===== src/rtl/event_blinker.sv =====
// Turns one-cycle event pulses into LED blinks (ON then OFF); extra pulses queue in a saturating counter.
// Outputs registered, 1-cycle pulse-to-LED latency; never backpressures. EVENT_BLINKER_PWM_EN dims the ON phase.
module event_blinker #(
  parameter int unsigned ON_CYCLES  = 10_000_000,
  parameter int unsigned OFF_CYCLES = 10_000_000,
  parameter int unsigned PEND_WIDTH = 4,
  parameter int unsigned DUTY       = 64
) (
  input  logic                  clk,
  input  logic                  rst,
  input  logic                  ev_pulse,
  output logic                  led_out,
  output logic                  busy,
  output logic [PEND_WIDTH-1:0] pending,
  output logic                  overflow
);

  localparam int unsigned MAX_CYC = (ON_CYCLES > OFF_CYCLES) ? ON_CYCLES : OFF_CYCLES;
  localparam int unsigned TW      = $clog2(MAX_CYC + 1);

  localparam logic [TW-1:0]         ON_LAST  = TW'(ON_CYCLES - 1);
  localparam logic [TW-1:0]         OFF_LAST = TW'(OFF_CYCLES - 1);
  localparam logic [PEND_WIDTH-1:0] PEND_MAX = '1;

  typedef enum logic [1:0] {
    ST_IDLE,
    ST_ON,
    ST_OFF
  } state_t;

  state_t                  state_q, state_d;
  logic [TW-1:0]           timer_q, timer_d;
  logic [PEND_WIDTH-1:0]   pend_q, pend_d;
  logic                    ovf_q, ovf_d;
  logic                    led_q, led_d;
  logic                    busy_q, busy_d;
  logic                    queue_ev;

`ifdef EVENT_BLINKER_PWM_EN
  logic [7:0] pwm_q, pwm_d;
`endif

  always_comb begin
    state_d  = state_q;
    timer_d  = timer_q;
    pend_d   = pend_q;
    ovf_d    = ovf_q;
    queue_ev = 1'b0;

    case (state_q)
      ST_IDLE: begin
        if (ev_pulse) begin
          state_d = ST_ON;
          timer_d = '0;
        end
      end
      ST_ON: begin
        queue_ev = ev_pulse;
        if (timer_q == ON_LAST) begin
          state_d = ST_OFF;
          timer_d = '0;
        end else begin
          timer_d = timer_q + TW'(1);
        end
      end
      ST_OFF: begin
        if (timer_q == OFF_LAST) begin
          // A pulse on the final OFF cycle starts the next blink directly,
          // so it cancels against the dequeue instead of being queued.
          if ((pend_q != '0) || ev_pulse) begin
            state_d = ST_ON;
            timer_d = '0;
            if ((pend_q != '0) && !ev_pulse) begin
              pend_d = pend_q - PEND_WIDTH'(1);
            end
          end else begin
            state_d = ST_IDLE;
            timer_d = '0;
          end
        end else begin
          queue_ev = ev_pulse;
          timer_d  = timer_q + TW'(1);
        end
      end
      default: begin
        state_d = ST_IDLE;
        timer_d = '0;
      end
    endcase

    if (queue_ev) begin
      if (pend_q == PEND_MAX) begin
        ovf_d = 1'b1;
      end else begin
        pend_d = pend_q + PEND_WIDTH'(1);
      end
    end

    busy_d = (state_d != ST_IDLE);
`ifdef EVENT_BLINKER_PWM_EN
    pwm_d = pwm_q + 8'd1;
    led_d = (state_d == ST_ON) && ({1'b0, pwm_d} < 9'(DUTY));
`else
    led_d = (state_d == ST_ON);
`endif
  end

  always_ff @(posedge clk) begin
    if (rst) begin
      state_q <= ST_IDLE;
      timer_q <= '0;
      pend_q  <= '0;
      ovf_q   <= 1'b0;
      led_q   <= 1'b0;
      busy_q  <= 1'b0;
    end else begin
      state_q <= state_d;
      timer_q <= timer_d;
      pend_q  <= pend_d;
      ovf_q   <= ovf_d;
      led_q   <= led_d;
      busy_q  <= busy_d;
    end
  end

`ifdef EVENT_BLINKER_PWM_EN
  always_ff @(posedge clk) begin
    if (rst) begin
      pwm_q <= '0;
    end else begin
      pwm_q <= pwm_d;
    end
  end
`endif

  assign led_out  = led_q;
  assign busy     = busy_q;
  assign pending  = pend_q;
  assign overflow = ovf_q;

endmodule


===== config.mk =====
export PLATFORM = sky130hd
export DESIGN_NAME = event_blinker
export DESIGN_NICKNAME = d
export VERILOG_FILES = /design/src/rtl/event_blinker.sv
export SDC_FILE = /design/constraint.sdc
export NUM_CORES = 1
export LEC_CHECK = 0
export BUFFER_PORTS_ARGS = -buffer_cell sky130_fd_sc_hd__buf_4
export CORE_MARGIN = 2
export CORE_UTILIZATION = 50
export DETAILED_ROUTE_END_ITERATION = 6
export GPL_ROUTABILITY_DRIVEN = 0
export PLACE_DENSITY = 0.67
export SLEW_MARGIN = 15
export SYNTH_ARGS = -nofsm -noshare
export SYNTH_HDL_FRONTEND = slang
export SYNTH_SLANG_ARGS = --single-unit

===== constraint.sdc =====
create_clock -name clk -period 2.5 [get_ports clk]
set_input_delay 0.25 -clock clk [delete_from_list [all_inputs] [get_ports clk]]
set_output_delay 0.25 -clock clk [all_outputs]
set_load 0.005 [all_outputs]

==> summary.txt <==
Most common cell after layout, fill and taps aside - dfxtp_1
Avg Cell Area, Syn - 8.55 µm²
Root Driver - clkbuf_8
Setup violators final - 0
Routed len/inst - 14.6 µm
DR vias - 1603
CTS tree - built
Buf/Inv on CP - 1
Area of the multi-input gates - 1130 µm²
Synth Warn # - 0
Hold Startpoint - rst
Post-synthesis compound-gate area fraction - 15.2%
Slowest CP cell - or4b_1
Final WL - 4060 µm
Antenna viol nets, final - 0
Hold WC Path Type - in -> reg
Row count - 22
Seq/Total Area, Yosys - 35.8%
ANT cells - 0
Outcome - completed
Delay-heaviest family, CP - simple AND/OR/NAND/NOR gates
Initial core utilization - 51.2%
Worst VDD drop - 306 µV
Mux cell area share after synthesis - 0.610%
Min cycle time layout - 2.15 ns
Grt ovf - 0
Crit path cell chain - inv_1 > ha_1 > nor2b_1 > nand4_1 > or2_1 > or4b_1 > a31oi_1
Fill count - 348
Vias in the first global route - 1559
EDFF count, synth - 0
Non-filler cells, final - 279
Static Leak - 0.772 nW
CP Max Fanout - 5
Number of port buffers - 9
Slew HR - 71.3%
Final #Nets - 240
Total die area - 4200 µm²
Max-slew violations - 0
Placed Instances - 271
Drt drc - 0
Tightest Pin Transition - 0.427 ns
CP max stage delay - 0.51 ns
Post_cts resized - 0
WP data required - 2.72 ns
Syn_nets - 226
Area Overhead vs Synth - 12.8%
Post-synthesis simple-gate area fraction - 32.5%
Crit path capture type - register
Post-synth ARST share - 0%
Sequential Area - 661 µm²
Initial DRC count - 120
Predominant post-synthesis flop cell - dfxtp_1
Adder-cell share of the synthesized area - 4.74%
Setup crit start - state_q[0]
Clk sinks - 33
Main combinational cell family by area after synthesis - simple AND/OR/NAND/NOR gates
Final critical-path share of the clock period - 86.0%
First-pass DRT Iterations - 4
RSZ-0062 raised after global routing - false
Crit Path Category - reg -> reg
CTS Buffer Depth - 2
Final Skew - 0.00629 ns
Vias per cell - 5.75
Pwr per Cell Area - 534 nW/µm²
Hold_buf cts - 0
Global-route wire length before repair - 6980 µm
Hold Fails Final Rpt - 0
Yosys cell types - 48
Area of the core - 3610 µm²
Pin count of the biggest net entering global routing - 17
Most frequent cells in the layout - dfxtp_1 (33), nor2_1 (24), buf_4 (14)
Clk_lat worst skew - 0.29 ns
Ports - 10
Yosys reg bits - 33
Total power - 1.11 mW
DP Wirelength - 3030 µm
CTS clk-pin slew, worst paths - 0.07 ns
Element type at the critical path start - register
Origin of the critical flop-to-flop path - state_q[0]
Max-Cap Viols - 0
Die Y - 64.8 µm
Setup repair bufs after CTS - 0
GRT Total Usage - 21.4%
H-Tree Depth - 2
Die width - 64.8 µm
Num CTS Buffers - 5
Setup TNS - 0 ns
Arr. time, crit path - 2.37 ns
Synth Instances - 216
Initial antenna violation count - 0
Synthesized cell area - 1850 µm²
Xor/xnor share of the synthesized area - 8.06%
Ratio of cells with drive above 1 in the final layout - 13.9%
F_max - 465 MHz
## cell usage after synthesis, drive strengths merged, types with 2 or more instances
library cell | n | share of area (%)
dfxtp | 33 | 36
nor2 | 24 | 4.9
o21ai | 13 | 3.5
nand2 | 12 | 2.4
xor2 | 11 | 5.2
a21oi | 10 | 2.7
nand3 | 10 | 2.7
nand4 | 9 | 3.4
nor2b | 9 | 3.0
and3 | 8 | 2.7
ha | 7 | 4.7
inv | 7 | 1.4
xnor2 | 6 | 2.8
nor4 | 5 | 3.2
and4 | 4 | 1.9
clkbuf | 4 | 0.81
nor3 | 4 | 1.1
a31oi | 3 | 1.0
and2 | 3 | 1.1
buf | 3 | 0.81
or3 | 3 | 1.0
a211oi | 2 | 0.81
nor4b | 2 | 0.95
o21a | 2 | 0.95
o21bai | 2 | 0.81
o221ai | 2 | 0.95
or2 | 2 | 0.68
## layer usage
layer | up-vias | wire [µm] | track usage [%]
li1 | 811 | - | -
met1 | 756 | 1880 | 25.3
met2 | 30 | 1990 | 37.4
met3 | 6 | 125 | 4.69
met4 | 0 | 72 | 8.78
met5 | - | 0 | 0
## metrics by stage
stage                     utilization [%]  setup WS, ns  area (µm²)  hold slack, ns
final                                57.8         0.350        2080           0.253
after global routing                 57.8         0.197        2080           0.256
after CTS                            57.8         0.370        2080           0.231
after detailed placement             55.0         0.384        1980           0.462
after global placement               55.0         0.477        1980           0.457
after floorplan                         -         0.485        1850           0.334
## sequential cells by signal, indices dropped and copies added (netlist names)
register and count:
busy 1, led_out 1, overflow 1, pending 4, state_q 2, timer_q 24
## cell families after synthesis
kind of cell             after synthesis
AO/OA/AOI/OAI                         42
XOR/XNOR                              17
adder cells (fa/ha/maj)                7
buffers and inverters                 14
flip-flops                            33
multiplexers                           1
AND/OR/NAND/NOR                      102
## power breakdown
part / total, mW / internal, mW / switching, mW / leakage [nW]
registers: 0.550 / 0.538 / 0.0129 / 0.267
logic: 0.114 / 0.0507 / 0.0631 / 0.451
clock network: 0.448 / 0.249 / 0.200 / 0.0542
total: 1.11 / 0.837 / 0.276 / 0.772
## layout make-up
type / instances / share of cell area, %
sequential: 33 / 31.7
inverter: 7 / 1.26
clock buffer: 7 / 4.62
timing repair buffer: 14 / 5.05
tap: 48 / 2.88
clock inverter: 1 / 0.240
multi-input combinational: 169 / 54.2
## final timing paths
kind | cells past startpoint | end | slack, ns
setup / recovery | 7 | pending[2] | 0.35
hold / removal | 2 | pending[2] | 0.25
hold reg to reg | 2 | overflow | 0.47
setup reg to reg | 7 | pending[2] | 0.35
No activity file was read; power rests on OpenSTA's default activity.
